==> src/rtl/gcbp_pkg.sv <==
// Shared definitions for the GCBP 4x4 subimage BRAM array: sizes, read-sequencer
// FSM encoding, stream tag layout and the BRAM one-hot decode.
package gcbp_pkg;

    localparam int GCBP_NUM_BRAMS  = 16;
    localparam int GCBP_SUBIMG_DIM = 4;
    localparam int GCBP_IDX_W      = $clog2(GCBP_NUM_BRAMS);
    localparam int GCBP_TAG_W      = $clog2(GCBP_SUBIMG_DIM);

    typedef enum logic [1:0] {
        IDLE  = 2'd0,
        READ  = 2'd1,
        DRAIN = 2'd2,
        DONE  = 2'd3
    } gcbp_rd_state_e;

    typedef struct packed {
        logic [GCBP_TAG_W-1:0] vert;
        logic [GCBP_TAG_W-1:0] hori;
        logic                  sub_last;
        logic                  last;
    } gcbp_rd_tag_t;

    function automatic logic [GCBP_NUM_BRAMS-1:0] gcbp_onehot(input logic [GCBP_IDX_W-1:0] idx);
        logic [GCBP_NUM_BRAMS-1:0] r_vec;
        r_vec      = '0;
        r_vec[idx] = 1'b1;
        return r_vec;
    endfunction

endpackage

==> src/rtl/gcbp_skid_fifo2.sv <==
// Two-entry FIFO used as the skid buffer behind the BRAM read port; a push and a
// pop in the same cycle are accepted even when full.
module gcbp_skid_fifo2 #(
    parameter int WIDTH = 8
) (
    input  logic             i_clk,
    input  logic             i_rst,
    input  logic             i_push,
    input  logic [WIDTH-1:0] i_data,
    input  logic             i_pop,
    output logic [WIDTH-1:0] o_data,
    output logic [1:0]       o_count,
    output logic             o_full,
    output logic             o_empty
);

    logic [WIDTH-1:0] r_mem [2];
    logic             r_wr_ptr;
    logic             r_rd_ptr;
    logic [1:0]       r_count;
    logic             w_push;
    logic             w_pop;

    assign w_pop  = i_pop && (r_count != 2'd0);
    assign w_push = i_push && ((r_count != 2'd2) || w_pop);

    // NOTE: the two storage words are reset too, so the head reads 0 out of reset.
    // NOTE: sequential state uses <= so every register sees pre-edge values.
    always_ff @(posedge i_clk or posedge i_rst) begin
        if (i_rst) begin
            r_mem[0] <= '0;
            r_mem[1] <= '0;
            r_wr_ptr <= 1'b0;
            r_rd_ptr <= 1'b0;
            r_count  <= 2'd0;
        end else begin
            if (w_push) begin
                r_mem[r_wr_ptr] <= i_data;
                r_wr_ptr        <= ~r_wr_ptr;
            end
            if (w_pop) begin
                r_rd_ptr <= ~r_rd_ptr;
            end
            case ({w_push, w_pop})
                2'b10:   r_count <= r_count + 2'd1;
                2'b01:   r_count <= r_count - 2'd1;
                default: r_count <= r_count;
            endcase
        end
    end

    assign o_data  = r_mem[r_rd_ptr];
    assign o_count = r_count;
    assign o_full  = (r_count == 2'd2);
    assign o_empty = (r_count == 2'd0);

endmodule

==> src/rtl/gcbp_bram_read_sequencer.sv <==
// Streams all 16 subimage BRAMs (index order, then word order) onto a tagged
// valid/ready stream. Optional o_stall_cnt is enabled by GCBP_RD_STALL_CNT_EN.
module gcbp_bram_read_sequencer
    import gcbp_pkg::*;
#(
    parameter int DATA_W         = 32,
    parameter int ADDR_W         = 9,
    parameter int WORDS_PER_BRAM = 512
) (
    input  logic                             i_clk,
    input  logic                             i_rst,
    input  logic                             i_start,
    output logic                             o_busy,
    output logic                             o_done,
    output logic [GCBP_NUM_BRAMS-1:0]        o_bram_array_enb,
    output logic [ADDR_W-1:0]                o_bram_addrb,
    input  logic [GCBP_NUM_BRAMS*DATA_W-1:0] i_bram_array_doutb,
    output logic [DATA_W-1:0]                o_data,
    output logic [1:0]                       o_vert_subimage_cnt,
    output logic [1:0]                       o_hori_subimage_cnt,
    output logic                             o_sub_last,
    output logic                             o_last,
    output logic                             o_valid,
`ifdef GCBP_RD_STALL_CNT_EN
    output logic [15:0]                      o_stall_cnt,
`endif
    input  logic                             i_ready
);

    localparam int                    TAG_W       = $bits(gcbp_rd_tag_t);
    localparam int                    FIFO_W      = DATA_W + TAG_W;
    localparam logic [ADDR_W-1:0]     LP_ADDR_LAST = ADDR_W'(WORDS_PER_BRAM - 1);
    localparam logic [GCBP_IDX_W-1:0] LP_IDX_LAST  = GCBP_IDX_W'(GCBP_NUM_BRAMS - 1);

    gcbp_rd_state_e          r_state;
    gcbp_rd_state_e          w_next_state;
    logic [GCBP_IDX_W-1:0]   r_idx;
    logic [ADDR_W-1:0]       r_addr;
    logic                    r_inflight;
    logic [GCBP_IDX_W-1:0]   r_idx_d;
    gcbp_rd_tag_t            r_cap_tag;

    logic                    w_issue;
    logic                    w_start_acc;
    logic                    w_addr_last;
    logic                    w_idx_last;
    logic                    w_has_credit;
    logic                    w_fifo_drained;
    logic                    w_pop;
    logic [FIFO_W-1:0]       w_fifo_din;
    logic [FIFO_W-1:0]       w_fifo_dout;
    logic [1:0]              w_fifo_count;
    logic                    w_fifo_full;
    logic                    w_fifo_empty;
    gcbp_rd_tag_t            w_head_tag;
    logic [DATA_W-1:0]       w_bram_words [GCBP_NUM_BRAMS];

    assign w_addr_last = (r_addr == LP_ADDR_LAST);
    assign w_idx_last  = (r_idx == LP_IDX_LAST);

    // A slot freed by this cycle's pop can be claimed by this cycle's read,
    // which keeps one word per cycle flowing with i_ready held high.
    assign w_has_credit   = w_pop || (!w_fifo_full && !((w_fifo_count == 2'd1) && r_inflight));
    assign w_fifo_drained = w_fifo_empty || ((w_fifo_count == 2'd1) && w_pop);

    always_ff @(posedge i_clk or posedge i_rst) begin
        if (i_rst) begin
            r_state <= IDLE;
        end else begin
            r_state <= w_next_state;
        end
    end

    // NOTE: every output of this block gets a default first, so no latch is inferred.
    always_comb begin
        w_next_state = r_state;
        w_issue      = 1'b0;
        w_start_acc  = 1'b0;
        o_busy       = 1'b0;
        o_done       = 1'b0;
        case (r_state)
            IDLE: begin
                if (i_start) begin
                    w_start_acc  = 1'b1;
                    w_next_state = READ;
                end
            end
            READ: begin
                o_busy  = 1'b1;
                w_issue = w_has_credit;
                if (w_issue && w_addr_last && w_idx_last) begin
                    w_next_state = DRAIN;
                end
            end
            DRAIN: begin
                o_busy = 1'b1;
                if (!r_inflight && w_fifo_drained) begin
                    w_next_state = DONE;
                end
            end
            DONE: begin
                o_done       = 1'b1;
                w_next_state = IDLE;
            end
            default: w_next_state = IDLE;
        endcase
    end

    assign o_bram_array_enb = w_issue ? gcbp_onehot(r_idx) : '0;
    assign o_bram_addrb     = r_addr;

    always_ff @(posedge i_clk or posedge i_rst) begin
        if (i_rst) begin
            r_idx  <= '0;
            r_addr <= '0;
        end else if (w_start_acc) begin
            r_idx  <= '0;
            r_addr <= '0;
        end else if (w_issue) begin
            if (w_addr_last) begin
                r_addr <= '0;
                if (!w_idx_last) begin
                    r_idx <= r_idx + 1'b1;
                end
            end else begin
                r_addr <= r_addr + 1'b1;
            end
        end
    end

    // Tags and flags travel one cycle behind the read, alongside the BRAM data.
    always_ff @(posedge i_clk or posedge i_rst) begin
        if (i_rst) begin
            r_inflight <= 1'b0;
            r_idx_d    <= '0;
            r_cap_tag  <= '0;
        end else begin
            r_inflight <= w_issue;
            if (w_issue) begin
                r_idx_d   <= r_idx;
                r_cap_tag <= '{vert:     r_idx[3:2],
                               hori:     r_idx[1:0],
                               sub_last: w_addr_last,
                               last:     w_addr_last && w_idx_last};
            end
        end
    end

    always_comb begin
        for (int k = 0; k < GCBP_NUM_BRAMS; k++) begin
            w_bram_words[k] = i_bram_array_doutb[k*DATA_W +: DATA_W];
        end
    end

    assign w_fifo_din = {w_bram_words[r_idx_d], r_cap_tag};

    gcbp_skid_fifo2 #(
        .WIDTH (FIFO_W)
    ) u_skid_fifo (
        .i_clk   (i_clk),
        .i_rst   (i_rst),
        .i_push  (r_inflight),
        .i_data  (w_fifo_din),
        .i_pop   (w_pop),
        .o_data  (w_fifo_dout),
        .o_count (w_fifo_count),
        .o_full  (w_fifo_full),
        .o_empty (w_fifo_empty)
    );

    assign o_valid             = !w_fifo_empty;
    assign w_pop               = o_valid && i_ready;
    assign w_head_tag          = gcbp_rd_tag_t'(w_fifo_dout[TAG_W-1:0]);
    assign o_data              = w_fifo_dout[FIFO_W-1:TAG_W];
    assign o_vert_subimage_cnt = w_head_tag.vert;
    assign o_hori_subimage_cnt = w_head_tag.hori;
    assign o_sub_last          = w_head_tag.sub_last;
    assign o_last              = w_head_tag.last;

`ifdef GCBP_RD_STALL_CNT_EN
    logic [15:0] r_stall_cnt;

    always_ff @(posedge i_clk or posedge i_rst) begin
        if (i_rst) begin
            r_stall_cnt <= '0;
        end else if (w_start_acc) begin
            r_stall_cnt <= '0;
        end else if (o_valid && !i_ready && (r_stall_cnt != 16'hFFFF)) begin
            r_stall_cnt <= r_stall_cnt + 16'd1;
        end
    end

    assign o_stall_cnt = r_stall_cnt;
`endif

endmodule
==> config.mk <==
export PLATFORM = sky130hd
export DESIGN_NAME = gcbp_bram_read_sequencer
export DESIGN_NICKNAME = d
export VERILOG_FILES = /design/src/rtl/gcbp_pkg.sv /design/src/rtl/gcbp_skid_fifo2.sv /design/src/rtl/gcbp_bram_read_sequencer.sv
export SDC_FILE = /design/constraint.sdc
export NUM_CORES = 1
export LEC_CHECK = 0
export ABC_AREA = 1
export CAP_MARGIN = 30
export CORE_AREA = 3 3 223 225
export CTS_BUF_LIST = sky130_fd_sc_hd__clkbuf_4
export CTS_CLUSTER_SIZE = 20
export DETAILED_ROUTE_END_ITERATION = 6
export DIE_AREA = 0 0 226 228
export GPL_ROUTABILITY_DRIVEN = 0
export PLACE_DENSITY = 0.59
export SYNTH_ARGS = -nofsm -noshare
export SYNTH_HDL_FRONTEND = slang
export SYNTH_SLANG_ARGS = --single-unit
export TNS_END_PERCENT = 20
==> constraint.sdc <==
create_clock -name i_clk -period 11 [get_ports i_clk]
set_clock_uncertainty 0.2 [all_clocks]
set_input_delay 2.2 -clock i_clk [delete_from_list [all_inputs] [get_ports i_clk]]
set_output_delay 2.2 -clock i_clk [all_outputs]
set_load 0.005 [all_outputs]
After elaboration in Yosys (flattened, before gate mapping)
Cells that the tools add are included.
Storage, ports and cells
  register bits: 106
  output and inout port bits: 66
  logic and storage cells: 100
Operators by class
  magnitude comparators: 6
  reductions and logical operators: 28
  add/subtract/negate cells: 4
  equal/unequal tests: 14
  mux-type cells: 29
  bitwise logic cells: 5
Operators with widths (count)
  $mux 38: 4
  $bmux 32 s4: 1
  $bwmux 76: 1
  $mux 32: 2
  $demux 38 s1: 1
  $mux 9: 3
  $mux 16: 1
  $mux 4: 4
  $logic_and 1x1->1: 12
  $ne 2x2->1 const B: 5
  $add 9x1->9 const B: 1
  $eq 9x9->1 const B: 1
  $eq 2x2->1 const B: 4
  $pmux 2 s4: 1
  $reduce_bool 2->1: 4
  $eq 2x1->1 const B: 3
  $mux 1: 6
  $mux 2: 3
  $reduce_and 3->1: 2
  $ge 5x5->1 const B: 1
  $lt 4x5->1 const B: 1
  $not 4->5: 1
  $add 4x1->4 const B: 1
  $demux 1 s4: 1
  13 further kinds: 22

Depth between registers and ports, before layout
  word-level depth: 9
  gate-level depth with buffers: 12

Cells and area by module
A second synthesis with hierarchy kept.
Unflattened totals
  cells, all modules: 1784
  area, all modules: 10739.0 sq um
Modules (own cells, without submodules)
  gcbp_bram_read_sequencer: area each 6905.4 sq um, seq. area each 550.5 sq um, cells each 1295, instances 1
  gcbp_skid_fifo2: area each 3833.7 sq um, seq. area each 2001.9 sq um, cells each 489, instances 1

Worst setup path before layout
No wires, ideal clock.
  path type: input to output
  start point: input i_ready
  end point: output o_bram_array_enb[0]
  setup slack: 5.730 ns
  arrival time: 2.870 ns
  stages: 6
  required time: 8.600 ns
  buffers on the path: 0
  cell sequence: nand2_4 -> o21ai_0 -> nand2_1 -> clkinv_1 -> nand2_1 -> nor2_1
On the way
  word-level cells in the longest chain between the ends: 4
Ends and longest elaborated chain
  start, declared: RTL line gcbp_bram_read_sequencer.sv:27  | input logic i_ready
  $logic_and 1x1->1: RTL line gcbp_bram_read_sequencer.sv:172  | assign w_pop = o_valid && i_ready;
  $logic_or 1x1->1: RTL line gcbp_bram_read_sequencer.sv:63  | assign w_has_credit = w_pop || (!w_fifo_full && !((w_fifo_count == 2'd1) && r_inflight));
  $mux 1: RTL line gcbp_bram_read_sequencer.sv:81  | case (r_state)
  via w_issue: RTL line gcbp_bram_read_sequencer.sv:43  | logic w_issue;
  $mux 16: RTL line gcbp_bram_read_sequencer.sv:109  | assign o_bram_array_enb = w_issue ? gcbp_onehot(r_idx) : '0;
  end, declared: RTL line gcbp_bram_read_sequencer.sv:15  | output logic [GCBP_NUM_BRAMS-1:0] o_bram_array_enb,
The timed path passes the listed nets, and every way through them passes these cells.

Final worst setup path
  start point: input i_ready
  end point: output o_bram_array_enb[7]
The elaborated chain is that of the path after synthesis.

==> results.yml <==
outcome:
  status: "complete, no violations"
clock_network:
  clock-sinks: 102
  ctsHoldBuffers: 0
  post_cts_resize_count: 0
  root_buffer: "clkbuf_4"
  cts-buffers-inserted: 9
  cts_tree: "built"
  cts.clk_slew.worst_paths_ns: 0.16
  post-cts-setup-buffer-count: 0
  clk_path_buf_depth: 2
  clock_latency_ns: 0.50
  cts.htree.levels: 3
timing:
  tightest_slew_ns: 0.971
  period_share_pct: 61.8
  tns_ns: 0
  max_freq_mhz: 147
  grt_setup_unrepaired: "false"
  maxSlewHeadroom_pct: 35.0
  setup_ws_ns: 4.20
  setup_viol: 0
  slew_violations: 0
  period_minus_slack_ns: 6.80
  finalHoldViolCount: 0
final_layout:
  nFillCells: 5243
  layout.nets: 3126
  multi_input_area_um2: 6480
  layout-drive-gt1-share_pct: 3.08
  ff_latch_area_um2: 2570
  utilization_pct: 36.8
  syn2layout_area_growth_pct: 54.6
grt:
  antenna_found_initial: 8
  grt_pass1_wl_mm: 84.4
  grt_use_total_pct: 21.0
  overflow: 0
  grt_pass1_vias: 14544
  grt_max_degree: 98
logic_synthesis:
  synth_seq_cells: 102
  netlist_instances: 2117
  ys_types: 27
  ys_seq_area_share_pct: 22.5
  synth_warnings: 0
  synth.cell_area_um2: 11300
  postSynthAreaPerCell_um2: 5.36
  syn_nets: 2648
pwr:
  vdd_drop_max_uv: 118
  leakagePower_nw: 9.36
  power_density_nw_per_um2: 111
routing:
  drt_iter0_drc: 838
  drc: 0
  vias: 14419
  wl_per_cell_um: 17.4
  first_pass_iters: 5
  ant_nets: 0
  vias_per_cell: 4.48
  wirelength_mm: 55.9
place:
  numPortBuffers: 581
  dp_slack_ns: 4.20
  hpwl_mm: 42.7
worst_setup_path:
  regToRegStartpoint: "r_idx_d[1]$_DFFE_PP0P_"
  critPathMaxFanout: 14
  worst-r2r-cell-count: 8
  slowest_delay_ns: 0.54
  r2r_slack_ns: 7.43
  r2r-end: "u_skid_fifo.r_mem[53]$_DFFE_PP0P_"
  cp_data_required_time_ns: 8.60
  start_kind: "input port"
  crit_type: "input port to primary output"
  worstPathCellList: "clkdlybuf4s50_1 -> nand2_4 -> o21ai_0 -> nand2_1 -> clkinv_1 -> nand2_1 -> nor2_1 -> clkdlybuf4s50_1"
  startpoint: "i_ready"
  arrival_ns: 4.40
  worstSetupEndpointType: "primary output"
  cpMaxStageDelayCell: "clkdlybuf4s50_1"
hold_path:
  hold_path.class: "flip-flop to flip-flop"
  min-delay-start: "u_skid_fifo.r_mem[21]$_DFFE_PP0P_"
  whs_path_depth: 2
  hold-path-endpoint: "u_skid_fifo.r_mem[21]$_DFFE_PP0P_"
die:
  num_rows: 80
  pin_count: 582
  die-area_um2: 51500
  die_h_um: 228
  die_w_um: 226
  initial_core_util_pct: 23.8
  core_um2: 47700
flow_run:
  cap_violations: 0
worst max path at each step:
stage                                     end  depth (start not counted)
after detailed placement  o_bram_array_enb[7]                          8
after global placement    o_bram_array_enb[7]                          8
after global routing      o_bram_array_enb[7]                          8
after CTS                 o_bram_array_enb[7]                          8
after floorplan           o_bram_array_enb[0]                          6
final                     o_bram_array_enb[7]                          8
cell families after synthesis:
group	Yosys count	share of synthesized area, %
XOR/XNOR	5	0.386
multiplexers	32	3.17
AO/OA/AOI/OAI	42	1.97
adder cells (fa/ha/maj)	15	1.65
buffers and inverters	554	20.5
AND/OR/NAND/NOR	1367	49.9
flip-flops	102	22.5
cell usage after synthesis, drive strengths merged:
cell type / instances / area (µm²)
nand2: 939 / 3530
inv: 424 / 1590
nand3: 395 / 1980
buf: 108 / 646
dfrtp: 102 / 2550
o21ai: 34 / 170
mux2: 32 / 360
nor2: 28 / 121
clkbuf: 20 / 75.1
ha: 15 / 188
a21oi: 7 / 46.3
xnor2: 3 / 26.3
clkinv: 2 / 7.51
nand4: 2 / 12.5
nor3: 2 / 10.0
xor2: 2 / 17.5
a22oi: 1 / 7.51
or2: 1 / 6.26
routing by layer:
metal	track usage, %	up-vias	part of all wire [%]
li1	-	7266	-
met1	23.9	6596	39
met2	38.5	481	51
met3	4.06	72	6.2
met4	7.79	4	3.7
met5	0	-	0.048
metrics by stage:
step           power [mW]  instances  hold slack (ns)  area (µm²)
3_3_place_gp         1.72       3196            0.258       17300
3_5_place_dp         1.75       3197            0.262       17300
4_1_cts              1.98       3213            0.299       17500
5_1_grt              2.12       3221            0.316       17600
2_1_floorplan        1.15       2117            0.243       11300
6_report             1.95       3221            0.296       17600
final cells by class:
cell class | instances | area share (%)
Inverter | 426 | 9.19
Sequential cell | 102 | 14.6
Multi-Input combinational cell | 1461 | 36.9
Clock inverter | 7 | 0.442
Timing Repair Buffer | 595 | 34.0
Clock buffer | 9 | 0.385
Antenna cell | 6 | 0.0855
Tap cell | 615 | 4.38
power by group:
group	leakage [nW]	internal, mW	switching, mW
logic	8.00	0.579	0.540
registers	1.27	0.518	0.0931
clock network	0.0830	0.0727	0.144
placed cells by master, fill, tap and decap left out, drive strengths merged, types with 6 or more instances in the layout:
cell | synthesis | final
clkdlybuf4s50 | 0 | 581
a21oi | 7 | 7
diode | 0 | 6
mux2 | 32 | 32
clkbuf | 20 | 9
nand2 | 939 | 939
nor2 | 28 | 28
nand3 | 395 | 395
o21ai | 34 | 34
inv | 424 | 428
ha | 15 | 15
buf | 108 | 14
dfrtp | 102 | 102
flip-flops by register name (all words and copies together) (netlist names):
signal / cells
o_bram_addrb: 9
r_cap_tag: 2
r_idx: 4
r_idx_d: 4
r_inflight: 1
r_state: 2
u_skid_fifo.o_count: 2
u_skid_fifo.r_mem: 76
u_skid_fifo.r_rd_ptr: 1
u_skid_fifo.r_wr_ptr: 1
worst max-delay path, delay by kind of cell:
kind            cells  cell delay, ns
buf+inv             3            1.32
simple gates        4            0.76
compound gates      1            0.12
Power figures use the tool's default switching activity.
